===== src/rtl/pixel_scan_sequencer_if.sv =====
// Tracer and framebuffer signal bundle around the pixel scan sequencer.
// The master side belongs to the sequencer and the slave side to its environment.
interface pixel_scan_sequencer_if #(
  parameter int ADDR_W = 19
);
  logic              start;
  logic              stall;
  logic [9:0]        pixel_x;
  logic [9:0]        pixel_y;
  logic              issue_valid;
  logic              hit_in;
  logic [15:0]       dist_in;
  logic              fb_we;
  logic [ADDR_W-1:0] fb_addr;
  logic [16:0]       fb_data;
  logic              busy;
  logic              frame_done;

  modport master (
    input  start, stall, hit_in, dist_in,
    output pixel_x, pixel_y, issue_valid, fb_we, fb_addr, fb_data, busy, frame_done
  );

  modport slave (
    output start, stall, hit_in, dist_in,
    input  pixel_x, pixel_y, issue_valid, fb_we, fb_addr, fb_data, busy, frame_done
  );
endinterface


===== src/rtl/pixel_scan_sequencer.sv =====
// Raster walker for the ray tracer: issues pixels in row-major order, tracks them through a
// latency-matched delay line and writes each returning result to the framebuffer.
module pixel_scan_sequencer #(
  parameter int H_RES        = 800,
  parameter int V_RES        = 600,
  parameter int PIPE_LATENCY = 40,
  parameter int ADDR_W       = 19
) (
  input  logic                  sysclk,
  input  logic                  rst_n,
  pixel_scan_sequencer_if.master bus
);
  localparam int CNT_W = $clog2(PIPE_LATENCY + 1);

  typedef enum logic [1:0] {
    IDLE  = 2'd0,
    ISSUE = 2'd1,
    DRAIN = 2'd2,
    DONE  = 2'd3
  } state_t;

  state_t              state_r;
  state_t              state_s;
  logic [9:0]          x_r;
  logic [9:0]          y_r;
  logic [ADDR_W-1:0]   addr_r;
  logic [CNT_W-1:0]    drain_cnt_r;
  logic [PIPE_LATENCY-1:0] dl_valid_r;
  logic [ADDR_W-1:0]   dl_addr_r [PIPE_LATENCY];
  logic                issue_valid_r;
  logic                fb_we_r;
  logic [ADDR_W-1:0]   fb_addr_r;
  logic [16:0]         fb_data_r;
  logic                busy_r;
  logic                frame_done_r;
  logic                x_wrap_s;
  logic                last_pix_s;
  logic                drain_end_s;
  logic                tail_take_s;

  assign x_wrap_s    = (x_r == 10'(H_RES - 1));
  assign last_pix_s  = x_wrap_s && (y_r == 10'(V_RES - 1));
  assign drain_end_s = (drain_cnt_r == CNT_W'(PIPE_LATENCY - 1));
  assign tail_take_s = !bus.stall && dl_valid_r[PIPE_LATENCY-1];

  // State register.
  always_ff @(posedge sysclk or negedge rst_n) begin
    if (!rst_n) begin
      state_r <= IDLE;
    end else begin
      state_r <= state_s;
    end
  end

  // Next-state logic; a stalled cycle holds the current state.
  always_comb begin
    state_s = state_r;
    if (bus.stall) begin
      state_s = state_r;
    end else begin
      case (state_r)
        IDLE:    if (bus.start) state_s = ISSUE; else state_s = IDLE;
        ISSUE:   if (last_pix_s) state_s = DRAIN; else state_s = ISSUE;
        DRAIN:   if (drain_end_s) state_s = DONE; else state_s = DRAIN;
        DONE:    state_s = IDLE;
        default: state_s = IDLE;
      endcase
    end
  end

  // Raster counters and drain counter; the address tracks the raster incrementally.
  always_ff @(posedge sysclk or negedge rst_n) begin
    if (!rst_n) begin
      x_r         <= 10'd0;
      y_r         <= 10'd0;
      addr_r      <= {ADDR_W{1'b0}};
      drain_cnt_r <= {CNT_W{1'b0}};
    end else if (!bus.stall) begin
      case (state_r)
        IDLE: begin
          x_r         <= 10'd0;
          y_r         <= 10'd0;
          addr_r      <= {ADDR_W{1'b0}};
          drain_cnt_r <= {CNT_W{1'b0}};
        end
        ISSUE: begin
          if (!last_pix_s) begin
            addr_r <= addr_r + ADDR_W'(1);
            if (x_wrap_s) begin
              x_r <= 10'd0;
              y_r <= y_r + 10'd1;
            end else begin
              x_r <= x_r + 10'd1;
            end
          end
        end
        DRAIN:   drain_cnt_r <= drain_cnt_r + CNT_W'(1);
        DONE:    drain_cnt_r <= {CNT_W{1'b0}};
        default: drain_cnt_r <= {CNT_W{1'b0}};
      endcase
    end
  end

  // Delay line: a valid entry exists only for cycles that actually issued a pixel.
  always_ff @(posedge sysclk or negedge rst_n) begin
    if (!rst_n) begin
      dl_valid_r <= {PIPE_LATENCY{1'b0}};
      for (int i = 0; i < PIPE_LATENCY; i++) begin
        dl_addr_r[i] <= {ADDR_W{1'b0}};
      end
    end else if (!bus.stall) begin
      dl_valid_r[0] <= (state_r == ISSUE);
      dl_addr_r[0]  <= addr_r;
      for (int i = 1; i < PIPE_LATENCY; i++) begin
        dl_valid_r[i] <= dl_valid_r[i-1];
        dl_addr_r[i]  <= dl_addr_r[i-1];
      end
    end
  end

  // Registered outputs; busy stays up through the frame_done cycle.
  always_ff @(posedge sysclk or negedge rst_n) begin
    if (!rst_n) begin
      issue_valid_r <= 1'b0;
      busy_r        <= 1'b0;
      frame_done_r  <= 1'b0;
      fb_we_r       <= 1'b0;
      fb_addr_r     <= {ADDR_W{1'b0}};
      fb_data_r     <= 17'd0;
    end else begin
      issue_valid_r <= (state_s == ISSUE);
      busy_r        <= (state_s != IDLE) || (state_r == DONE);
      frame_done_r  <= (state_r == DONE) && !bus.stall;
      fb_we_r       <= tail_take_s;
      if (tail_take_s) begin
        fb_addr_r <= dl_addr_r[PIPE_LATENCY-1];
        fb_data_r <= {bus.hit_in, bus.dist_in};
      end
    end
  end

  assign bus.pixel_x     = x_r;
  assign bus.pixel_y     = y_r;
  assign bus.issue_valid = issue_valid_r;
  assign bus.busy        = busy_r;
  assign bus.frame_done  = frame_done_r;
  assign bus.fb_we       = fb_we_r;
  assign bus.fb_addr     = fb_addr_r;
  assign bus.fb_data     = fb_data_r;
endmodule

===== src/flat_wrapper.sv =====
// flat-port wrapper written by rule: the top's interface ports become plain ports
module pixel_scan_sequencer_flat 
#(
  parameter int H_RES        = 800,
  parameter int V_RES        = 600,
  parameter int PIPE_LATENCY = 40,
  parameter int ADDR_W       = 19
)
  (sysclk, rst_n, bus_start, bus_stall, bus_hit_in, bus_dist_in, bus_pixel_x, bus_pixel_y, bus_issue_valid, bus_fb_we, bus_fb_addr, bus_fb_data, bus_busy, bus_frame_done);
  pixel_scan_sequencer_if #(.ADDR_W(ADDR_W)) bus_i ();
  input  logic sysclk;
  input  logic rst_n;
  input wire logic [$bits(bus_i.start)-1:0] bus_start;
  input wire logic [$bits(bus_i.stall)-1:0] bus_stall;
  input wire logic [$bits(bus_i.hit_in)-1:0] bus_hit_in;
  input wire logic [$bits(bus_i.dist_in)-1:0] bus_dist_in;
  output wire logic [$bits(bus_i.pixel_x)-1:0] bus_pixel_x;
  output wire logic [$bits(bus_i.pixel_y)-1:0] bus_pixel_y;
  output wire logic [$bits(bus_i.issue_valid)-1:0] bus_issue_valid;
  output wire logic [$bits(bus_i.fb_we)-1:0] bus_fb_we;
  output wire logic [$bits(bus_i.fb_addr)-1:0] bus_fb_addr;
  output wire logic [$bits(bus_i.fb_data)-1:0] bus_fb_data;
  output wire logic [$bits(bus_i.busy)-1:0] bus_busy;
  output wire logic [$bits(bus_i.frame_done)-1:0] bus_frame_done;
  assign bus_i.start = bus_start;
  assign bus_i.stall = bus_stall;
  assign bus_i.hit_in = bus_hit_in;
  assign bus_i.dist_in = bus_dist_in;
  assign bus_pixel_x = bus_i.pixel_x;
  assign bus_pixel_y = bus_i.pixel_y;
  assign bus_issue_valid = bus_i.issue_valid;
  assign bus_fb_we = bus_i.fb_we;
  assign bus_fb_addr = bus_i.fb_addr;
  assign bus_fb_data = bus_i.fb_data;
  assign bus_busy = bus_i.busy;
  assign bus_frame_done = bus_i.frame_done;
  pixel_scan_sequencer #(.H_RES(H_RES), .V_RES(V_RES), .PIPE_LATENCY(PIPE_LATENCY), .ADDR_W(ADDR_W)) u_core (.sysclk(sysclk), .rst_n(rst_n), .bus(bus_i));
endmodule

===== config.mk =====
export PLATFORM = sky130hd
export DESIGN_NAME = pixel_scan_sequencer_flat
export DESIGN_NICKNAME = d
export VERILOG_FILES = /design/src/rtl/pixel_scan_sequencer_if.sv /design/src/rtl/pixel_scan_sequencer.sv /design/src/flat_wrapper.sv
export SDC_FILE = /design/constraint.sdc
export NUM_CORES = 1
export LEC_CHECK = 0
export ABC_AREA = 1
export BUFFER_PORTS_ARGS = -buffer_cell sky130_fd_sc_hd__buf_4
export CORE_MARGIN = 1
export CORE_UTILIZATION = 52
export CTS_CLUSTER_DIAMETER = 120
export DETAILED_ROUTE_END_ITERATION = 10
export PLACE_DENSITY = 0.68
export REMOVE_ABC_BUFFERS = 1
export SYNTH_ARGS = -nofsm -noshare
export SYNTH_HDL_FRONTEND = slang
export SYNTH_SLANG_ARGS = --single-unit
export TNS_END_PERCENT = 10

===== constraint.sdc =====
create_clock -name sysclk -period 3.3 [get_ports sysclk]
set_input_delay 0.165 -clock sysclk [delete_from_list [all_inputs] [get_ports sysclk]]
set_output_delay 0.165 -clock sysclk [all_outputs]
set_load 0.005 [all_outputs]

* Yosys cells after proc, flatten, opt, wreduce, memory -nomap -nowiden
Cells that the tools add are included.
W data, S select, Z words.
** Storage, ports and cells
- Bits of input ports :: 21
- Output and inout bits :: 60
- Logic and storage cells :: 93
- Register bits :: 887
** Cells by class
- Reduce and logical (&&, ||, !) cells :: 13
- Bitwise gates (word level) :: 1
- Mux-type cells :: 14
- $add $sub $neg :: 4
- Equality and inequality tests :: 9
** Operators by type and width (number)
- $mux W10 :: 4
- $pmux W10 S2 :: 2
- $pmux W19 S2 :: 1
- $add A10 B1 Y10 const B :: 2
- $eq A10 B10 Y1 const B :: 2
- $add A19 B1 Y19 const B :: 1
- $mux W19 :: 1
- $pmux W6 S2 :: 1
- $pmux W2 S4 :: 1
- $add A6 B1 Y6 const B :: 1
- $eq A6 B6 Y1 const B :: 1
- $reduce_bool A2 Y1 :: 3
- $eq A2 B1 Y1 const B :: 2
- $eq A2 B2 Y1 const B :: 2
- $mux W2 :: 2
- $reduce_and A4 Y1 :: 1
- $logic_and A1 B1 Y1 :: 3
- $reduce_and A3 Y1 :: 1
- $logic_not A2 Y1 :: 1
- $mux W1 :: 2
- $ne A2 B1 Y1 const B :: 1
- $ne A2 B2 Y1 const B :: 1
- $reduce_and A2 Y1 :: 1
- $reduce_or A2 Y1 :: 1
- 3 further kinds :: 3

* Longest topological paths before layout
Gate-level depths: netlist (run 1).
- Depth after elaboration :: 7
- Gate-level depth with buffers :: 12
- Mapped depth without buffers :: 12

* Worst setup path before layout (run 1)
OpenSTA, ideal clock, no wires.
- Path kind :: reg2reg
- Start point :: register u_core.state_r[1]
- End point :: register u_core.x_r[6] (netlist: u_core.bus.pixel_x[6])
- Buffers on the path :: 3
- Arrival time :: 1.460 ns
- Cell stages (with the launch flop) :: 11
- Library setup time :: 0.123 ns
- Setup slack :: 1.717 ns
- Cells stage by stage :: dfrtp_1 inv_1 ha_1 buf_2 inv_2 a21oi_2 nand2_4 buf_8 buf_6 nand2_1 o21ai_2
** Between the ends
- Cells in the longest elaborated chain, start to end :: 3
** Ends and longest elaborated chain
- from (decl) :: line pixel_scan_sequencer.sv:22 : state_t state_r;
- from (signal assigned) :: line pixel_scan_sequencer.sv:51 : state_r <= state_s;
- $eq A2 B1 Y1 or $logic_not A2 Y1 (tied branches) :: line pixel_scan_sequencer.sv:79 : case (state_r)
- $ne A2 B2 Y1 (no source line) or $reduce_bool A2 Y1 (tied branches)
- $reduce_and A3 Y1 (no source line)
- to (signal assigned) :: line pixel_scan_sequencer.sv:93 : x_r <= x_r + 10'd1;
- to (decl) :: line pixel_scan_sequencer.sv:24 : logic [9:0] x_r;
Several ways; a longest one is shown, not always the timed one.
A chain may end at the register's enable or synchronous reset.

* Final worst setup path (run 1)
- Start point :: register u_core.state_r[1]
- End point :: register u_core.y_r[8] (netlist: u_core.bus.pixel_y[8])
** Between the ends
- Cells in the longest elaborated chain, start to end :: 3
** Ends and longest elaborated chain
- $eq A2 B1 Y1 or $logic_not A2 Y1 (tied branches) :: line pixel_scan_sequencer.sv:79
- $ne A2 B1 Y1 (no source line) (tied with other cells)
- $reduce_and A4 Y1 (no source line)
- to (signal assigned) :: line pixel_scan_sequencer.sv:91 : y_r <= y_r + 10'd1;
- to (decl) :: line pixel_scan_sequencer.sv:25 : logic [9:0] y_r;
Several ways; a longest one is shown, not always the timed one.

==> results of run 1 <==
[cells in the mapped netlist (3+ instances only)]
library cell	n
nand2_1	2495
dfrtp_1	887
buf_2	96
clkbuf_1	81
o21ai_0	66
inv_1	61
nor2_1	52
nand3_1	35
xor2_1	18
o21ai_1	17
buf_1	13
o21ai_2	10
inv_2	9
nand4_1	9
a21oi_1	8
ha_1	8
nor3_1	5
or2_2	4
nand2_4	3
xnor2_1	3
[layout make-up]
type / instances / area share [%]
clock inverters: 41 / 1.34
flip-flops and latches: 887 / 57.1
repair buffers: 138 / 3.45
multi-input cells: 2749 / 27.9
well taps: 855 / 2.75
inverters: 72 / 0.722
clock buffers: 126 / 6.71
[final timing paths]
kind                                               end  cells after the start
worst max-delay path             u_core.bus.pixel_y[8]                     11
worst min-delay path             u_core.bus.fb_addr[7]                      2
worst max register to register   u_core.bus.pixel_y[8]                     11
worst min register to register   u_core.dl_addr_r[702]                      2
max in group asynchronous        u_core.dl_addr_r[642]                      3
min in group sysclk             u_core.bus.fb_data[13]                      4
[routing by layer]
metal  routed length, um  share of wire [%]
met2               25800                 45
met3                1860                3.3
met4                1300                2.3
met5                   0                  0
met1               28100                 49
[registers in the layout, indices dropped and copies added (netlist names)]
register	count
u_core.addr_r	19
u_core.bus.busy	1
u_core.bus.fb_addr	19
u_core.bus.fb_data	17
u_core.bus.fb_we	1
u_core.bus.frame_done	1
u_core.bus.issue_valid	1
u_core.bus.pixel_x	10
u_core.bus.pixel_y	10
u_core.dl_addr_r	760
u_core.dl_valid_r	40
u_core.drain_cnt_r	6
u_core.state_r	2
[power by group]
group	internal, mW	leakage, nW	switching [mW]
Combinational	0.649	7.92	1.26
Sequential	11.8	12.3	0.485
Clock	6.33	1.55	4.19
Total	18.7	21.8	5.94
[stage by stage]
stage	hold WS [ns]	power [mW]	instance area (sq um)
2_1_floorplan	-0.131	13.4	33300
3_3_place_gp	0.273	14.3	35500
3_5_place_dp	0.271	14.4	35500
4_1_cts	0.185	25.1	38800
5_1_grt	0.237	25.8	38800
6_report	0.185	24.7	38800
[cells by family after synthesis]
group	after synthesis	share of synthesized area [%]
compound gates	110	1.78
xor+xnor	21	0.538
fa+ha+maj	8	0.293
buf+inv	267	3.39
flops	887	64.9
simple gates	2610	29.1
==> qor.yml, run 1 <==
outcome: "finished clean"
setup_ws_ns: 0.916
cts_setup_buffers: 0
top_usage_layer: "met2"
drtIter0Drc: 2028
grt_pass1_vias: 23000
cts_buffer_depth: 3
post-place-ws_ns: 0.873
path_class: "flop to flop"
synth_seq_cells: 887
gr-usage-met1_pct: 24.4
reg2reg_setup_slack_ns: 0.92
path_cells: "inv_1 > ha_1 > buf_4 > inv_2 > a21oi_2 > nand2_4 > inv_4 > nand2_4 > inv_2 > nand2_1 > nand2_1"
io_buffers: 80
synthDistinctLibCells: 38
n_antenna_cell: 0
row_count: 93
ys_warn_count: 0
synth_top_cell_by_area: "dfrtp_1"
remaining_drc_errors: 0
dpl.cell_count: 4681
post_cts_resized: 0
async_flop_share_pct: 100
dr_total_vias: 23400
synth-edff-count: 0
slowest_delay_ns: 0.41
syn-cell-area_sq_um: 34200
wl_per_cell_um: 11.7
cp_max_fo: 30
fill_cells: 5552
cp_top_family: "buffers and inverters"
startpoint: "u_core.state_r[1]"
start_util_pct: 52.8
antenna_found_initial: 0
ir_drop_v: 0.000367
ys_seq_area_share_pct: 64.9
max_slew_margin_pct: 31.9
core_area_sq_um: 64700
dp_hpwl_mm: 30.3
multiInputGateArea_sq_um: 10800
finalWeightedCongestion: 0.810
worst_pin_slew_ns: 1.02
synth_cells: 3903
postRouteAntennaNets: 0
die_area_sq_um: 66800
holdBufCountCts: 20
clk_pin_slew_worst_paths_ns: 0.06
leakagePower_nw: 21.8
die_h_um: 258
endpoint_kind: "flop"
timing_max_transition_violations_final: 0
crit_slowest_cell: "dfrtp_1"
skew_ns: 0.0122
drive_gt1_share_pct: 7.58
synth_top_cell_area_share_pct: 64.9
clock_sinks: 887
ios: 81
tns_ns: 0
h-tree-depth: 3
globalRouteOverflowTotal: 0
seq_area_sq_um: 22200
cp_num_buf_inv: 5
hold_viol_final: 0
p_per_area_nw_per_um2: 635
num-nets-final: 3967
die_x_um: 258
drt_pass1_iterations: 5
cap_violations: 0
fmax_mhz: 419
grt_first_pass_wirelength_mm: 103
rsz0062_at_grt: "false"
areaGrowthSynthToFinish_pct: 13.6
cp.required_ns: 3.86
clockRootBuffer: "clkbuf_16"
cts-buffers-inserted: 90
vias_per_cell: 4.81
final_util_pct: 60.0
fin_cells: 4868
period_minus_slack_ns: 2.38
grt_start_max_net_pins: 251
synth_area_leaders: "dfrtp_1 65%, nand2_1 27%, buf_2 1.4%"
cts_tree: "done"
worstSetupStartpointType: "flop"
final_common_cell: "nand2_1"
grtUsageTotal_pct: 17.9
finalWirelength_mm: 57.1
fin_crit_sh_pct: 72.3
finalSetupViolations: 0
layout_common_cells: "2495 x nand2_1, 887 x dfrtp_1, 97 x buf_4"
timing.rr.start: "u_core.state_r[1]"
grt_use_met2_pct: 29.5
insertion_delay_ns: 0.62
met3_usage_pct: 2.71
ys.flop_type: "dfrtp_1"
hp-class: "input pin to async pin"
syn_avg_cell_area_sq_um: 8.76
worstPathArrival_ns: 2.94
No activity file was read; power rests on OpenSTA's default activity.
==> run 2, diff against run 1 <==
--- a/config.mk
+++ b/config.mk
@@ -5,13 +5,13 @@
 export SDC_FILE = /design/constraint.sdc
 export NUM_CORES = 1
 export LEC_CHECK = 0
-export ABC_AREA = 1
+export ABC_AREA = 0
 export BUFFER_PORTS_ARGS = -buffer_cell sky130_fd_sc_hd__buf_4
 export CORE_MARGIN = 1
 export CORE_UTILIZATION = 52
 export CTS_CLUSTER_DIAMETER = 120
 export DETAILED_ROUTE_END_ITERATION = 10
-export PLACE_DENSITY = 0.68
+export PLACE_DENSITY = 0.71
 export REMOVE_ABC_BUFFERS = 1
 export SYNTH_ARGS = -nofsm -noshare
 export SYNTH_HDL_FRONTEND = slang
==> constraint.sdc (replaced) <==
create_clock -name sysclk -period 1.99 [get_ports sysclk]
set_input_delay 0.0995 -clock sysclk [delete_from_list [all_inputs] [get_ports sysclk]]
set_output_delay 0.0995 -clock sysclk [all_outputs]
set_load 0.005 [all_outputs]
==> run 2 against run 1 <==
- the flow now finishes with violations (setup timing)
- hold slack worse by 0.0061 ns
- cell count is 36% lower
- clock-buffer cell count up 1
- register-to-register slack worse by 0.97 ns
- highest routed layer unchanged
- power up 61%
- largest cell class unchanged
- critical path depth is 5 lower
- via count down 30%
- final area about the same
- synthesized cell count shrank 47%
- clock skew increased by 0.0062 ns
==> qor.yml, run 2 <==
outcome: "finished with violations"
violations: "setup timing"
synth_seq_cells: 887
globalRouteOverflowTotal: 0
setup_ws_ns: -0.0503
async_flop_share_pct: 100
antenna_found_initial: 0
remaining_drc_errors: 0
endpoint_kind: "flop"
die_h_um: 256
cap_violations: 0
areaGrowthSynthToFinish_pct: 16.0
drive_gt1_share_pct: 50.7
fmax_mhz: 490
dp_hpwl_mm: 27.8
io_buffers: 80
cts_buffer_depth: 3
hp-class: "input pin to async pin"
worstPathArrival_ns: 2.58
die_x_um: 256
rr_endpoint: "u_core.bus.pixel_y[7]"
synth_top_cell_area_share_pct: 66.3
final_common_cell: "dfrtp_1"
reg2reg_setup_slack_ns: -0.05
fin_crit_sh_pct: 103
n_antenna_cell: 0
h-tree-depth: 3
reg.largest.list: "u_core.dl_addr_r (760), u_core.dl_valid_r (40)"
clock_sinks: 887
period_minus_slack_ns: 2.04
cts-buffers-inserted: 88
skew_ns: 0.0184
vias_per_cell: 5.22
leakagePower_nw: 19.7
ys_seq_area_share_pct: 66.3
ys.flop_type: "dfrtp_1"
finalSetupViolations: 1
ys_warn_count: 0
path_class: "flop to flop"
clockRootBuffer: "clkbuf_16"
num-nets-final: 2251
cts_tree: "done"
ff2ff_path_depth: 6
cp.required_ns: 2.53
yosysMostFrequentCell: "dfrtp_1"
synth-edff-count: 0
worstSetupStartpointType: "flop"
ir_drop_v: 0.000775
largest_register_ffs: 760
start_util_pct: 52.9
hold_viol_final: 0
tns_ns: -0.0503
total_power_mw: 39.8
crit_path_end: "u_core.bus.pixel_y[7]"
startpoint: "u_core.state_r[0]"
rsz0062_at_grt: "true"
postRouteAntennaNets: 0
synthTopCellsByCount: "887 x dfrtp_1, 835 x mux2_2, 80 x clkbuf_1"
timing_max_transition_violations_final: 0
ios: 81
finalWirelength_mm: 45.7
synth_cells: 2057
core_area_sq_um: 63300
finalWeightedCongestion: 0.783
top_register: "u_core.dl_addr_r"
grtUsageTotal_pct: 14.8
cp_max_fo: 6
synth_area_leaders: "dfrtp_1 66%, mux2_2 28%, clkbuf_1 0.90%"
grt_pass1_vias: 17700
layout_common_cells: "885 x dfrtp_1, 835 x mux2_2, 130 x buf_4"
die_area_sq_um: 65400
fin_cells: 3130
grt_start_max_net_pins: 112
drtIter0Drc: 777
syn_avg_cell_area_sq_um: 16.3
insertion_delay_ns: 0.62
max_slew_margin_pct: 56.3
clk_pin_slew_worst_paths_ns: 0.06
wl_per_cell_um: 14.6
drt_pass1_iterations: 4
synth_top_cell_by_area: "dfrtp_1"
timing.rr.start: "u_core.state_r[0]"
row_count: 92
syn-cell-area_sq_um: 33500
grt_first_pass_wirelength_mm: 82.3
worst_pin_slew_ns: 0.656
dpl.cell_count: 2955
dr_total_vias: 16400
p_per_area_nw_per_um2: 1020
synthDistinctLibCells: 52
-- run 2: worst min path at each step --
stage	cells after the start	end	slack, ns
after floorplan	0	u_core.addr_r[0]	-0.20
after global routing	3	u_core.bus.fb_data[3]	0.18
after CTS	3	u_core.bus.fb_data[3]	0.15
final	3	u_core.bus.fb_data[3]	0.18
after detailed placement	1	u_core.bus.fb_data[3]	0.02
after global placement	1	u_core.bus.fb_data[1]	0.02
-- run 2: cell families (layout without fill, tap and decap cells) --
group | after synthesis | after routing | share of synthesized area (%)
AO/OA/AOI/OAI | 71 | 71 | 1.42
adder cells (fa/ha/maj) | 8 | 8 | 0.299
flip-flops | 887 | 887 | 66.3
buffers and inverters | 109 | 336 | 1.28
multiplexers | 837 | 837 | 28.2
AND/OR/NAND/NOR | 134 | 134 | 2.24
XOR/XNOR | 11 | 11 | 0.288
-- run 2: where the power goes --
group / switching (mW) / internal (mW) / total, mW
Sequential: 0.713 / 19.4 / 20.1
Clock: 6.50 / 9.95 / 16.5
Combinational: 1.43 / 1.76 / 3.19
Total: 8.65 / 31.1 / 39.8
-- run 2: stage by stage --
stage                     setup slack [ns]  area, sq um  util, %  hold WS [ns]
final                              -0.0503        38800     61.3         0.179
after global routing                -0.120        38800     61.3         0.179
after CTS                          -0.0186        38800     61.2         0.148
after detailed placement            -0.130        35600     56.2        0.0154
after global placement             -0.0560        35600     56.2        0.0225
after floorplan                     -0.545        33100        -        -0.196
-- run 2: worst max-delay path, stage by stage (launching register included) --
cell	delay (ns)
dfrtp_2	0.45
ha_4	0.21
and4bb_4	0.22
a31oi_4	0.27
nand4_4	0.15
or4_4	0.51
a21oi_2	0.16
-- run 2: timing repair --
action | CTS | global route
gates resized for setup | 10 | 14
hold buffers | 21 | 0
endpoints found under the hold margin | 663 | 0
setup buffers | 0 | 2
pin swaps | 1 | 5
setup endpoints to repair | 18 | 16
-- run 2: final cells by class --
| cell class | instances | area [sq um] |
|---|---|---|
| inverters | 9 | 33.8 |
| multi-input cells | 1061 | 10900 |
| repair buffers | 175 | 1660 |
| clock inverters | 25 | 332 |
| fillers | 4717 | 24500 |
| flip-flops and latches | 887 | 22200 |
| well taps | 846 | 1060 |
| clock buffers | 127 | 2600 |
-- run 2: layer usage --
layer	up-vias	GRT usage, %	part of all wire, %
met1	8382	19.5	46
met4	0	5.92	2.6
met2	217	24.1	48
met5	-	0	0
met3	84	2.88	3.7
li1	7669	-	-
==> run 3, diff against run 2 <==
--- a/config.mk
+++ b/config.mk
@@ -13,6 +13,7 @@
 export DETAILED_ROUTE_END_ITERATION = 10
 export PLACE_DENSITY = 0.71
 export REMOVE_ABC_BUFFERS = 1
+export SKIP_CTS_REPAIR_TIMING = 1
 export SYNTH_ARGS = -nofsm -noshare
 export SYNTH_HDL_FRONTEND = slang
 export SYNTH_SLANG_ARGS = --single-unit
==> run 3 against run 2 <==
- the flow still finishes with violations (setup timing)
- hold slack hardly changed
- worst setup slack got worse by 0.093 ns
- critical endpoint is now u_core.bus.pixel_y[8]
- non-clock buffer count increased by 2
- global-route usage is 0.13 points lower
- clock-buffer cell count did not move
- final area about the same
- combinational power is essentially flat
==> qor.yml, run 3 (synthesis results as in run 2) <==
timing_max_transition_violations_final: 0
grt_pass1_vias: 17600
period_minus_slack_ns: 2.13
ir_drop_v: 0.000775
io_buffers: 80
cts-buffers-inserted: 88
clk_pin_slew_worst_paths_ns: 0.06
cts_tree: "done"
clock_sinks: 887
largest_register_ffs: 760
hold_viol_final: 0
grtUsageTotal_pct: 14.6
die_h_um: 256
core_area_sq_um: 63300
fill_cells: 4710
antenna_found_initial: 0
cp.required_ns: 2.45
vias_per_cell: 5.22
fin_crit_sh_pct: 107
drt_pass1_iterations: 4
violations: "setup timing"
h-tree-depth: 3
wl_per_cell_um: 14.7
cap_violations: 0
ios: 81
drtIter0Drc: 762
grt_start_max_net_pins: 112
worstPathArrival_ns: 2.59
cp_max_fo: 6
areaGrowthSynthToFinish_pct: 16.1
endpoint_kind: "flop"
finalWirelength_mm: 45.9
tns_ns: -0.179
dpl_cell_area_sq_um: 35600
skew_ns: 0.0196
fmax_mhz: 469
layout_common_cells: "885 x dfrtp_1, 835 x mux2_2, 131 x buf_4"
n_antenna_cell: 0
insertion_delay_ns: 0.62
globalRouteOverflowTotal: 0
p_per_area_nw_per_um2: 1020
drive_gt1_share_pct: 50.7
finalSetupViolations: 3
grt_first_pass_wirelength_mm: 81.7
row_count: 92
setup_ws_ns: -0.143
outcome: "finished with violations"
reg.largest.list: "u_core.dl_addr_r (760), u_core.dl_valid_r (40)"
path_cells: "inv_1 > ha_4 > o21bai_4 > a31oi_4 > nand2_2 > o311ai_0 > o41ai_1"
multiInputGateArea_sq_um: 10900
die_area_sq_um: 65400
leakagePower_nw: 19.7
remaining_drc_errors: 0
max_slew_margin_pct: 56.4
top_register: "u_core.dl_addr_r"
num-nets-final: 2253
final_util_pct: 61.4
cp_num_buf_inv: 1
path_class: "flop to flop"
crit_slowest_cell: "o311ai_0"
final_common_cell: "dfrtp_1"
cts_buffer_depth: 3
dp_hpwl_mm: 27.8
rsz0062_at_grt: "true"
die_x_um: 256
start_util_pct: 52.9
dr_total_vias: 16400
seq_area_sq_um: 22200
postRouteAntennaNets: 0
cp_top_family: "compound AO/OA/AOI/OAI gates"
finish.instance_area_sq_um: 38800
slowest_delay_ns: 0.53
hp-class: "input pin to async pin"
worstSetupStartpointType: "flop"
clockRootBuffer: "clkbuf_16"
finalWeightedCongestion: 0.783
worst_pin_slew_ns: 0.655
==> run 3: cell types whose count changed in the layout (fill, tap and decap cells not counted), sizes merged <==
cell / previous run / this run
buf: 155 / 157
==> run 3: final cells by class <==
cell class                 instances  share of cell area (%)
clock buffer                     127                    6.70
clock inverter                    25                   0.854
inverter                           9                  0.0870
multi-input combinational       1061                    28.2
sequential                       887                    57.1
tap                              846                    2.72
timing repair buffer             177                    4.32
==> run 3: worst register-to-register path: cells and delay by family, from the launching register on <==
kind                     cells  cell delay, ns
buffers and inverters        1            0.14
AND/OR/NAND/NOR              1            0.14
AO/OA/AOI/OAI                4            1.07
flip-flops                   1            0.44
adder cells (fa/ha/maj)      1            0.18
==> run 3: per-layer routing <==
layer	share of wire, %	vias up	track usage, %	wire length, um
li1	-	7678	-	-
met1	45	8380	19.3	20900
met2	48	223	23.9	22100
met3	3.8	83	2.97	1750
met4	2.6	0	5.87	1180
met5	0	-	0	0
==> run 3: metrics by stage <==
step	hold WS (ns)	instances	power, mW	setup WS (ns)
after floorplan	-0.196	1957	22.0	-0.545
after global placement	0.0225	2955	23.3	-0.0560
after detailed placement	0.0154	2955	23.6	-0.130
after CTS	-0.658	3107	40.3	-0.168
after global routing	0.179	3132	41.6	-0.205
final	0.179	3132	39.8	-0.143
==> run 3: worst paths after layout <==
kind	depth (start not counted)	slack, ns	startpoint	endpoint
max	7	-0.14	u_core.state_r[0]	u_core.bus.pixel_y[8]
min	3	0.18	rst_n	u_core.bus.fb_data[3]
max reg2reg	7	-0.14	u_core.state_r[0]	u_core.bus.pixel_y[8]
max in group asynchronous	4	1.18	rst_n	u_core.dl_addr_r[550]
min in group sysclk	3	0.26	bus_dist_in[2]	u_core.bus.fb_data[2]
min reg2reg	1	0.49	u_core.dl_addr_r[387]	u_core.dl_addr_r[368]
==> run 3: power breakdown <==
part | internal (mW) | switching [mW]
Combinational | 1.76 | 1.44
Sequential | 19.4 | 0.712
Clock | 9.95 | 6.51
